==> src/rtl/mp_addsub_seq.sv <==
// rtl/mp_addsub_seq.sv - word-serial multi-precision add/subtract sequencer
module mp_addsub_seq #(
    parameter int WORD   = 8,                // adder slice width
    parameter int NWORDS = 4                 // chunks per operation (>= 2)
) (
    input  logic                   clk,          // rising-edge clock
    input  logic                   rst,          // async reset, active high
    input  logic                   start_valid,  // request to start
    output logic                   start_ready,  // high only in IDLE
    input  logic                   sub,          // 0: a+b, 1: a-b (sampled at accept)
    input  logic [WORD*NWORDS-1:0] a,            // operand A (sampled at accept)
    input  logic [WORD*NWORDS-1:0] b,            // operand B (sampled at accept)
    output logic [WORD*NWORDS:0]   result,       // {carry_out, sum}
    output logic                   ovf,          // signed overflow of the N-bit sum
    output logic                   done,         // one-cycle completion pulse
    output logic                   busy          // high in RUN and DONE
);
    localparam int N  = WORD * NWORDS;
    localparam int AW = N - WORD;
    localparam int IW = (NWORDS > 1) ? $clog2(NWORDS) : 1;
    localparam logic [IW-1:0] LAST_IDX = IW'(NWORDS - 1);

    typedef enum logic [1:0] {
        S_IDLE,
        S_RUN,
        S_DONE
    } state_t;

    state_t state;
    state_t state_nxt;

    logic [N-1:0]    a_sh;
    logic [N-1:0]    b_sh;
    // Holds the lower chunks already produced; the top chunk comes straight
    // from the slice on the final edge.
    logic [AW-1:0]   acc;
    logic            carry;
    logic            sub_q;
    logic [IW-1:0]   idx;
    logic            accept;
    logic            last;
    logic [WORD-1:0] a_i;
    logic [WORD-1:0] b_i;
    logic [WORD:0]   slice;

    always_ff @(posedge clk or posedge rst) begin
        if (rst) begin
            state <= S_IDLE;
        end else begin
            state <= state_nxt;
        end
    end

    always_comb begin
        state_nxt   = state;
        start_ready = 1'b0;
        busy        = 1'b0;
        done        = 1'b0;
        accept      = 1'b0;
        last        = 1'b0;
        case (state)
            S_IDLE: begin
                start_ready = 1'b1;
                accept      = start_valid;
                if (start_valid) begin
                    state_nxt = S_RUN;
                end
            end
            S_RUN: begin
                busy = 1'b1;
                last = (idx == LAST_IDX);
                if (last) begin
                    state_nxt = S_DONE;
                end
            end
            S_DONE: begin
                busy      = 1'b1;
                done      = 1'b1;
                state_nxt = S_IDLE;
            end
            default: begin
                state_nxt = S_IDLE;
            end
        endcase
    end

    // One WORD-bit slice; subtraction inverts B here and takes its +1 from
    // the carry preloaded at accept.
    always_comb begin
        a_i   = a_sh[WORD-1:0];
        b_i   = b_sh[WORD-1:0] ^ {WORD{sub_q}};
        slice = {1'b0, a_i} + {1'b0, b_i} + {{WORD{1'b0}}, carry};
    end

    always_ff @(posedge clk or posedge rst) begin
        if (rst) begin
            a_sh   <= '0;
            b_sh   <= '0;
            acc    <= '0;
            carry  <= 1'b0;
            sub_q  <= 1'b0;
            idx    <= '0;
            result <= '0;
            ovf    <= 1'b0;
        end else if (accept) begin
            a_sh  <= a;
            b_sh  <= b;
            sub_q <= sub;
            carry <= sub;
            idx   <= '0;
        end else if (state == S_RUN) begin
            a_sh  <= a_sh >> WORD;
            b_sh  <= b_sh >> WORD;
            // New chunk enters at the top so chunk 0 ends at the LSB.
            acc   <= AW'({slice[WORD-1:0], acc} >> WORD);
            carry <= slice[WORD];
            idx   <= idx + 1'b1;
            if (last) begin
                result <= {slice[WORD], slice[WORD-1:0], acc};
                ovf    <= (a_i[WORD-1] == b_i[WORD-1]) &&
                          (slice[WORD-1] != a_i[WORD-1]);
            end
        end
    end

endmodule
==> config.mk <==
export PLATFORM = sky130hd
export DESIGN_NAME = mp_addsub_seq
export DESIGN_NICKNAME = d
export VERILOG_FILES = /design/src/rtl/mp_addsub_seq.sv
export SDC_FILE = /design/constraint.sdc
export NUM_CORES = 1
export LEC_CHECK = 0
export CORE_MARGIN = 2
export CORE_UTILIZATION = 50
export CTS_BUF_LIST = sky130_fd_sc_hd__clkbuf_4 sky130_fd_sc_hd__clkbuf_8 sky130_fd_sc_hd__clkbuf_16
export CTS_CLUSTER_SIZE = 14
export DETAILED_ROUTE_END_ITERATION = 8
export GPL_TIMING_DRIVEN = 0
export PLACE_DENSITY = 0.87
export SYNTH_ARGS = -nofsm -noshare
export SYNTH_HDL_FRONTEND = slang
export SYNTH_SLANG_ARGS = --single-unit
export TNS_END_PERCENT = 1
==> constraint.sdc <==
create_clock -name clk -period 4.9 [get_ports clk]
set_input_delay 0.98 -clock clk [delete_from_list [all_inputs] [get_ports clk]]
set_output_delay 0.98 -clock clk [all_outputs]
set_load 0.05 [all_outputs]
==> results of run 1 <==
-- where the power goes --
group | total (mW) | switching, mW | internal, mW
logic | 2.98 | 1.75 | 1.23
clock network | 1.34 | 0.487 | 0.858
registers | 1.92 | 0.336 | 1.58
total | 6.24 | 2.58 | 3.67
-- worst max-delay path, delay by kind of cell, from the launching register on --
kind,cells,cell delay (ns)
adders and majority gates,1,0.24
buffers and inverters,2,0.91
DFF,1,0.40
-- synthesized netlist by cell type --
master and n:
nor2_1 8, o21a_1 1, buf_1 1, inv_1 8
nand2b_1 2, and3_1 2, xnor2_1 7, a31o_1 1
a21oi_1 8, dfrtp_1 128, o211ai_1 2, a21oi_2 1
ha_1 11, o21ai_0 54, a31oi_1 2, nand2_1 164
fa_1 2, and2_1 1, and4_2 1, mux2i_1 49
xor2_1 9, nand3_1 1, mux2_2 27, nor2b_1 1
nand3b_1 16, a21o_1 3, clkbuf_1 12, buf_2 21
o31ai_1 1
-- layer usage --
layer	track usage [%]	vias to the layer above
met5	0	-
met4	10.3	0
met3	4.87	33
met2	38.9	206
met1	29.1	2129
li1	-	2054
-- final timing paths --
check | start | to | depth (start not counted)
min in group asynchronous | rst | result[13] | 2
worst min register to register | acc[7] | result[7] | 2
worst max-delay path | state[0] | start_ready | 3
max in group asynchronous | rst | b_sh[1] | 3
worst max register to register | sub_q | carry | 9
worst min-delay path | acc[7] | result[7] | 2
-- through the flow --
| step | total power [mW] | worst slack [ns] | setup TNS, ns | std cells |
|---|---|---|---|---|
| 2_1_floorplan | 3.99 | 0.507 | 0 | 544 |
| 3_3_place_gp | 4.70 | -0.958 | -121.52 | 791 |
| 3_5_place_dp | 4.86 | 2.21 | 0 | 792 |
| 4_1_cts | 6.26 | 1.95 | 0 | 824 |
| 5_1_grt | 6.61 | 1.89 | 0 | 824 |
| 6_report | 6.24 | 1.97 | 0 | 824 |
-- layout make-up --
type | instances | share of cell area (%)
well taps | 143 | 2.36
flip-flops and latches | 128 | 42.2
multi-input cells | 374 | 30.6
clock buffers | 17 | 5.60
plain buffers | 34 | 2.03
inverters | 8 | 0.461
clock inverters | 15 | 2.70
repair buffers | 105 | 14.1
-- cells in the final DEF, fill, tap and decap left out, types with 2 or more instances in the layout --
cell type / synthesis / layout
nand2_1: 164 / 164
dfrtp_1: 128 / 128
clkdlybuf4s50_1: 0 / 104
o21ai_0: 54 / 54
mux2i_1: 49 / 49
mux2_2: 27 / 27
buf_2: 21 / 21
clkbuf_16: 0 / 17
nand3b_1: 16 / 16
clkbuf_1: 12 / 12
ha_1: 11 / 11
xor2_1: 9 / 9
nor2_1: 8 / 8
a21oi_1: 8 / 8
xnor2_1: 7 / 7
inv_1: 8 / 7
inv_6: 0 / 6
bufinv_16: 0 / 4
a21o_1: 3 / 3
clkinvlp_4: 0 / 3
nand2b_1: 2 / 2
a31oi_1: 2 / 2
o211ai_1: 2 / 2
and3_1: 2 / 2
fa_1: 2 / 2
clkinv_2: 0 / 2
-- cells by family after synthesis --
kind of cell	after synthesis	share of synthesized area (%)
simple gates	196	14.3
buf+inv	42	3.22
xor+xnor	16	2.45
flops	128	56.1
fa+ha+maj	13	3.11
compound gates	73	6.88
mux	76	13.9
-- state kept, by name, summed over array words and instances, names as in the netlist --
register / flops
result: 33
a_sh: 32
b_sh: 32
acc: 24
idx: 2
state: 2
carry: 1
ovf: 1
sub_q: 1
==> results_dict.tcl, run 1 <==
set metrics [dict create \
    multi_input_area_um2 2320 \
    regToRegSetupSlack_ns 2.32 \
    wl_met2_mm 6.74 \
    cp_slowest_cell "clkdlybuf4s50_1" \
    rsz0062_at_grt "no" \
    period_needed_ns 2.93 \
    antenna_cells 0 \
    maxCapViolCount 0 \
    final_cell_area_um2 7590 \
    cts_tree "yes" \
    finalHoldViolations 0 \
    cts_setup_buffers 0 \
    netlist_area_um2 5710 \
    cts_buffers 17 \
    dpl.hpwl_mm 9.59 \
    crit_fanout 5 \
    synth_area_leaders "dfrtp_1 (56%), nand2_1 (11%), mux2i_1 (8.6%), mux2_2 (5.3%), o21ai_0 (4.7%)" \
    drtIter0Drc 277 \
    clock-skew-final_ns 0.00650 \
    worstSetupPathType "register to primary output" \
    regArea_um2 3200 \
    clock_latency_ns 0.41 \
    dieWidth_um 111 \
    netlist_instances 544 \
    track_usage_pct 23.2 \
    whs_ns 0.472 \
    leakage_nw 3.55 \
    gp_congestion 0.867 \
    yosysTopAreaCell "dfrtp_1" \
    cts_buffer_depth 2 \
    slew_headroom_pct 54.2 \
    slew_violations 0 \
    fin_util_pct 67.4 \
    fillers 819 \
    drt-pass1-iter-count 7 \
    gr-total-overflow 0 \
    port_buffers 104 \
    required_ns 3.92 \
    finalSetupViolations 0 \
    area_growth_pct 33.0 \
    post-route-period-util_pct 59.8 \
    worstMarginPinSlew_ns 0.687 \
    cp_slowest_stage_delay_ns 0.83 \
    ctsResizeCount 0 \
    drc 0 \
    vias 4422 \
    final_nets 749 \
    start_kind "register" \
    status "finished clean" \
    synth_cell_types 29 \
    drive_gt1_share_pct 12.3 \
    worstPathArrival_ns 1.95 \
    pwr_density_cell_nw_per_um2 822 \
    hold_buffers 0 \
    grt_pass1_vias 4632 \
    start_util_pct 50.7 \
    cp-end-kind "primary output" \
    cts.clk_slew.worst_paths_ns 0.06 \
    m1WireLength_mm 5.49 \
    yosysWarnings 0 \
    crit_path_cell_trace "inv_1 > ha_1 > clkdlybuf4s50_1" \
    fmax_ghz 0.341 \
    root_buffer "clkbuf_16" \
    viasPerCell 5.37 \
    cts.sinks 128 \
    synth_seq_cells 128 \
    ys_seq_area_share_pct 56.1 \
    antenna_found_initial 0 \
    topRoutingLayerUsed "met4" \
    placed_area_um2 6960 \
    syn_avg_cell_area_um2 10.5 \
    vdd_drop_max_v 0.000523 \
    met3_length_um 891 \
    dieArea_um2 12300 \
    rows 39 \
    detail-route-antenna-nets 0 \
    hp-class "register to register" \
    wl_mm 13.5 \
    grt_max_degree 77 \
    grt_pass1_wl_mm 22.6 \
    ios 105 \
    dieHeight_um 111 \
    wire_per_inst_um 16.4 \
    mappedNetlistNets 625 \
    core_um2 11300 \
    netlist.area_leader.share_pct 56.1 \
    htree_num_levels 4 \
]
Power figures use the tool's default switching activity.
==> inputs of run 2 (changes only) <==
==> constraint.sdc (replaced) <==
create_clock -name clk -period 2.9 [get_ports clk]
set_input_delay 0.58 -clock clk [delete_from_list [all_inputs] [get_ports clk]]
set_output_delay 0.58 -clock clk [all_outputs]
set_load 0.05 [all_outputs]
==> run 2 against run 1 <==
- count of clock-buffer cells in the layout is 2 higher
- sequential cell count did not move
- non-clock buffer count up 1
==> results_dict.tcl, run 2 (same netlist as run 1, synthesis figures left out) <==
set metrics [dict create \
    pwr_density_cell_nw_per_um2 1380 \
    antenna_cells 0 \
    placed_area_um2 6970 \
    whs_ns 0.470 \
    viasPerCell 5.37 \
    port_buffers 104 \
    largest_register "result" \
    switchingPower_mw 4.36 \
    cts_buffers 17 \
    reg.largest.list "result x33, a_sh x32, b_sh x32" \
    p_comb_share_pct 48.6 \
    dieWidth_um 111 \
    leakage_nw 3.54 \
    ctsResizeCount 0 \
    detail-route-antenna-nets 0 \
    clock_latency_ns 0.41 \
    rsz0062_at_grt "no" \
    drt-pass1-iter-count 5 \
    cts.clk_slew.worst_paths_ns 0.06 \
    rows 39 \
    area_growth_pct 32.5 \
    cts_buffer_depth 2 \
    grt_max_degree 46 \
    finalHoldViolations 0 \
    switching_share_pct 41.8 \
    drive_gt1_share_pct 12.5 \
    worstSetupPathType "register to register" \
    htree_num_levels 4 \
    required_ns 3.20 \
    track_usage_pct 23.1 \
    vdd_drop_max_v 0.000905 \
    worstMarginPinSlew_ns 0.942 \
    placed_cells 793 \
    cp_slowest_stage_delay_ns 0.42 \
    grt_pass1_vias 4604 \
    vias 4431 \
    p_seq_share_pct 31.2 \
    cts_tree "yes" \
    status "finished clean" \
    root_buffer "clkbuf_16" \
    ios 105 \
    worstPathArrival_ns 2.87 \
    met3_length_um 905 \
    dieHeight_um 111 \
    slew_headroom_pct 37.0 \
    core_um2 11300 \
    fmax_ghz 0.389 \
    gp_congestion 0.861 \
    final_cell_area_um2 7560 \
    topRoutingLayerUsed "met4" \
    start_kind "register" \
    dpl.hpwl_mm 9.73 \
    m1WireLength_mm 5.61 \
    layout_commonest_cell "nand2_1" \
    hp-class "register to register" \
    post-route-period-util_pct 88.6 \
    final_cell_mix "nand2_1 (164), dfrtp_1 (128), clkdlybuf4s50_1 (104), o21ai_0 (54), mux2i_1 (49)" \
    crit_fanout 9 \
    cts.sinks 128 \
    wl_mm 13.6 \
    wire_per_inst_um 16.5 \
    drc 0 \
    finalSetupViolations 0 \
    p_clk_share_pct 20.1 \
    crit_path_cell_trace "buf_2 > xnor2_1 > fa_1 > fa_1 > nand2b_1 > a21oi_1 > nor2_1 > xnor2_1 > mux2_2" \
    drtIter0Drc 234 \
    final_nets 750 \
    power_mw 10.4 \
    largest_reg_flops 33 \
    fillers 846 \
    gr-total-overflow 0 \
    period_needed_ns 2.57 \
    cp-end-kind "register" \
    rr_worst_depth 9 \
    antenna_found_initial 0 \
    clock-skew-final_ns 0.00478 \
    hold_buffers 0 \
    fin_cells 825 \
    cts_setup_buffers 0 \
    cp_slowest_cell "fa_1" \
    dieArea_um2 12300 \
    slew_violations 0 \
    whs_path_depth 2 \
    wl_met2_mm 6.78 \
    grt_pass1_wl_mm 22.4 \
    start_util_pct 50.7 \
    intPower_mw 6.07 \
    maxCapViolCount 0 \
]
==> run 2: cell count changes in the layout (fill, tap and decap cells not counted) <==
cell        before  now
inv_6            6    1
bufinv_16        4    2
clkinv_4         1    3
buf_16           1    0
clkinv_2         2    4
buf_12           0    2
clkinvlp_4       3    4
clkbuf_8         0    2
==> run 2: critical path, delay by kind of cell, from the launching register on <==
kind	cells	cell delay (ns)
adders and majority gates	2	0.84
DFF	1	0.35
xor gates and xnor gates	2	0.32
and+or+nand+nor	2	0.29
muxes	1	0.27
AOI/OAI and AO/OA	1	0.20
buffers and inverters	1	0.19
==> run 2: routing by layer <==
metal | GRT usage (%) | vias up
met1 | 28.9 | 2145
met4 | 9.67 | 0
met3 | 5.30 | 34
met5 | 0 | -
li1 | - | 2060
met2 | 38.7 | 192
==> run 2: power groups by stage <==
stage / clock network (mW) / registers (mW) / logic (mW)
after CTS: 2.11 / 3.25 / 5.06
after floorplan: 0 / 3.83 / 2.92
after detailed placement: 0 / 3.26 / 4.99
final: 2.10 / 3.25 / 5.07
after global placement: 0 / 3.19 / 4.76
after global routing: 2.20 / 3.34 / 5.44
==> run 2: through the flow <==
stage          setup TNS [ns]  setup WS, ns  utilization [%]
3_3_place_gp           -33.35        -0.270             61.5
3_5_place_dp                0         0.332             61.9
2_1_floorplan               0         0.575                -
6_report                    0         0.330             67.1
5_1_grt                     0         0.165             67.1
4_1_cts                     0         0.318             67.1
==> run 2: final timing paths <==
check | start | to | slack, ns
worst max-delay path | sub_q | acc[22] | 0.33
worst min-delay path | acc[0] | result[0] | 0.47
worst max register to register | sub_q | acc[22] | 0.33
worst min register to register | acc[0] | result[0] | 0.47
max in group asynchronous | rst | a_sh[6] | 1.47
min in group asynchronous | rst | result[12] | 0.72
==> run 2: area by class of cell <==
class / count / area (um^2) / area share [%]
well taps: 143 / 179 / 2.37
plain buffers: 34 / 154 / 2.03
repair buffers: 106 / 1080 / 14.3
clock buffers: 19 / 453 / 5.99
flip-flops and latches: 128 / 3200 / 42.3
clock inverters: 13 / 138 / 1.82
inverters: 8 / 33.8 / 0.447
multi-input cells: 374 / 2320 / 30.7
==> inputs of run 3 (changes only) <==
--- a/config.mk
+++ b/config.mk
@@ -5,7 +5,7 @@
 export SDC_FILE = /design/constraint.sdc
 export NUM_CORES = 1
 export LEC_CHECK = 0
-export CORE_MARGIN = 2
+export CORE_MARGIN = 3
 export CORE_UTILIZATION = 50
 export CTS_BUF_LIST = sky130_fd_sc_hd__clkbuf_4 sky130_fd_sc_hd__clkbuf_8 sky130_fd_sc_hd__clkbuf_16
 export CTS_CLUSTER_SIZE = 14
==> run 3 against run 2 <==
- worst hold slack lost 0.0021 ns
- clock skew is 0.0020 ns higher
- total power grew 1.8%
- die area up 3.6%
- cell count shrank 0.24%
- largest cell class unchanged
- largest power group unchanged
==> results_dict.tcl, run 3 (same netlist as run 1, synthesis figures left out) <==
set metrics [dict create \
    start_util_pct 52.0 \
    root_buffer "clkbuf_16" \
    maxCapViolCount 0 \
    pwr_density_cell_nw_per_um2 1390 \
    cts_setup_buffers 0 \
    drive_gt1_share_pct 12.6 \
    rsz0062_at_grt "no" \
    vias 4408 \
    tns_ns 0 \
    status "finished clean" \
    regToRegSetupSlack_ns 0.32 \
    detail-route-antenna-nets 0 \
    layout_commonest_cell "nand2_1" \
    multi_input_area_um2 2320 \
    clock-skew-final_ns 0.00679 \
    cp-end-kind "register" \
    antenna_found_initial 0 \
    worstPathArrival_ns 2.88 \
    gp_congestion 0.858 \
    required_ns 3.20 \
    largest_register "result" \
    finalSetupViolations 0 \
    post-route-period-util_pct 89.0 \
    reg.largest.list "result x33, a_sh x32, b_sh x32" \
    port_buffers 104 \
    setup.worst_path.start "sub_q" \
    gr-total-overflow 0 \
    ios 105 \
    viasPerCell 5.36 \
    wl_mm 13.8 \
    cts_buffers 17 \
    vdd_drop_max_v 0.000801 \
    finalHoldViolations 0 \
    final_nets 751 \
    area_growth_pct 33.8 \
    fmax_ghz 0.388 \
    hp-class "register to register" \
    rows 38 \
    antenna_cells 0 \
    start_kind "register" \
    drtIter0Drc 288 \
    leakage_nw 3.57 \
    rr_worst_depth 9 \
    dieArea_um2 12700 \
    dieWidth_um 113 \
    grt_pass1_vias 4718 \
    crit_fanout 9 \
    drc 0 \
    regToRegStartpoint "sub_q" \
    wire_per_inst_um 16.7 \
    power_mw 10.6 \
    htree_num_levels 4 \
    slew_violations 0 \
    worstSetupPathType "register to register" \
    final_cell_mix "nand2_1 (164), dfrtp_1 (128), clkdlybuf4s50_1 (104), o21ai_0 (54), mux2i_1 (49)" \
    grt_pass1_wl_mm 23.1 \
    slew_headroom_pct 56.9 \
    dpl.hpwl_mm 9.95 \
    whs_path_depth 2 \
    worstMarginPinSlew_ns 0.647 \
    cts_tree "yes" \
    cts.sinks 128 \
    clock_latency_ns 0.41 \
    track_usage_pct 22.6 \
    hold_buffers 0 \
    fillers 796 \
    ctsResizeCount 0 \
    cts.clk_slew.worst_paths_ns 0.06 \
    grt_max_degree 45 \
    period_needed_ns 2.58 \
    cts_buffer_depth 2 \
    crit_end "carry" \
    drt-pass1-iter-count 5 \
    dieHeight_um 113 \
    fin_util_pct 69.5 \
    reg2reg_to "carry" \
    largest_reg_flops 33 \
    regArea_um2 3200 \
    core_um2 11000 \
]
## run 3: how the worst min path moves through the flow
stage	startpoint	endpoint	slack, ns
floorplan	acc[0]	result[0]	0.43
global placement	acc[0]	result[0]	0.45
detailed placement	acc[0]	result[0]	0.47
CTS	acc[0]	result[0]	0.47
global route	result[18]	result[18]	0.50
finish	acc[0]	result[0]	0.47
## run 3: per-stage QoR
| stage | worst slack (ns) | cells | cell area, um^2 | hold WS (ns) |
|---|---|---|---|---|
| floorplan | 0.575 | 544 | 5710 | 0.435 |
| global placement | -0.283 | 788 | 6930 | 0.453 |
| detailed placement | 0.384 | 791 | 6990 | 0.465 |
| CTS | 0.331 | 823 | 7640 | 0.473 |
| global route | 0.212 | 823 | 7640 | 0.503 |
| finish | 0.320 | 823 | 7640 | 0.468 |
## run 3: layout make-up
class                           instances  area share [%]
Buffer                                 34            2.01
Clock buffer                           20            6.11
Clock inverter                         12            2.38
Inverter                                8           0.442
Multi-Input combinational cell        374            30.4
Sequential cell                       128            41.9
Tap cell                              140            2.29
Timing Repair Buffer                  107            14.4
## run 3: routing by layer
metal  GRT usage [%]  up-vias  wire length [um]
li1                -     2056                 -
met1            28.2     2150              5610
met2            38.6      159              6910
met3            4.81       43               887
met4            8.73        0               379
met5               0        -                 0
## run 3: where the power goes
| part | leakage, nW | total [mW] | internal (mW) | switching [mW] |
|---|---|---|---|---|
| logic | 1.67 | 5.06 | 2.08 | 2.98 |
| clock network | 0.305 | 2.30 | 1.51 | 0.788 |
| registers | 1.60 | 3.26 | 2.68 | 0.580 |
## run 3: worst max-delay path, cell delays in order, from the launching register on
cell and delay [ns]:
dfrtp_1 0.36, buf_2 0.19, xnor2_1 0.16, fa_1 0.41, fa_1 0.41, nand2b_1 0.19
a21oi_1 0.18, o211ai_1 0.14, and3_1 0.21, o21ai_0 0.23
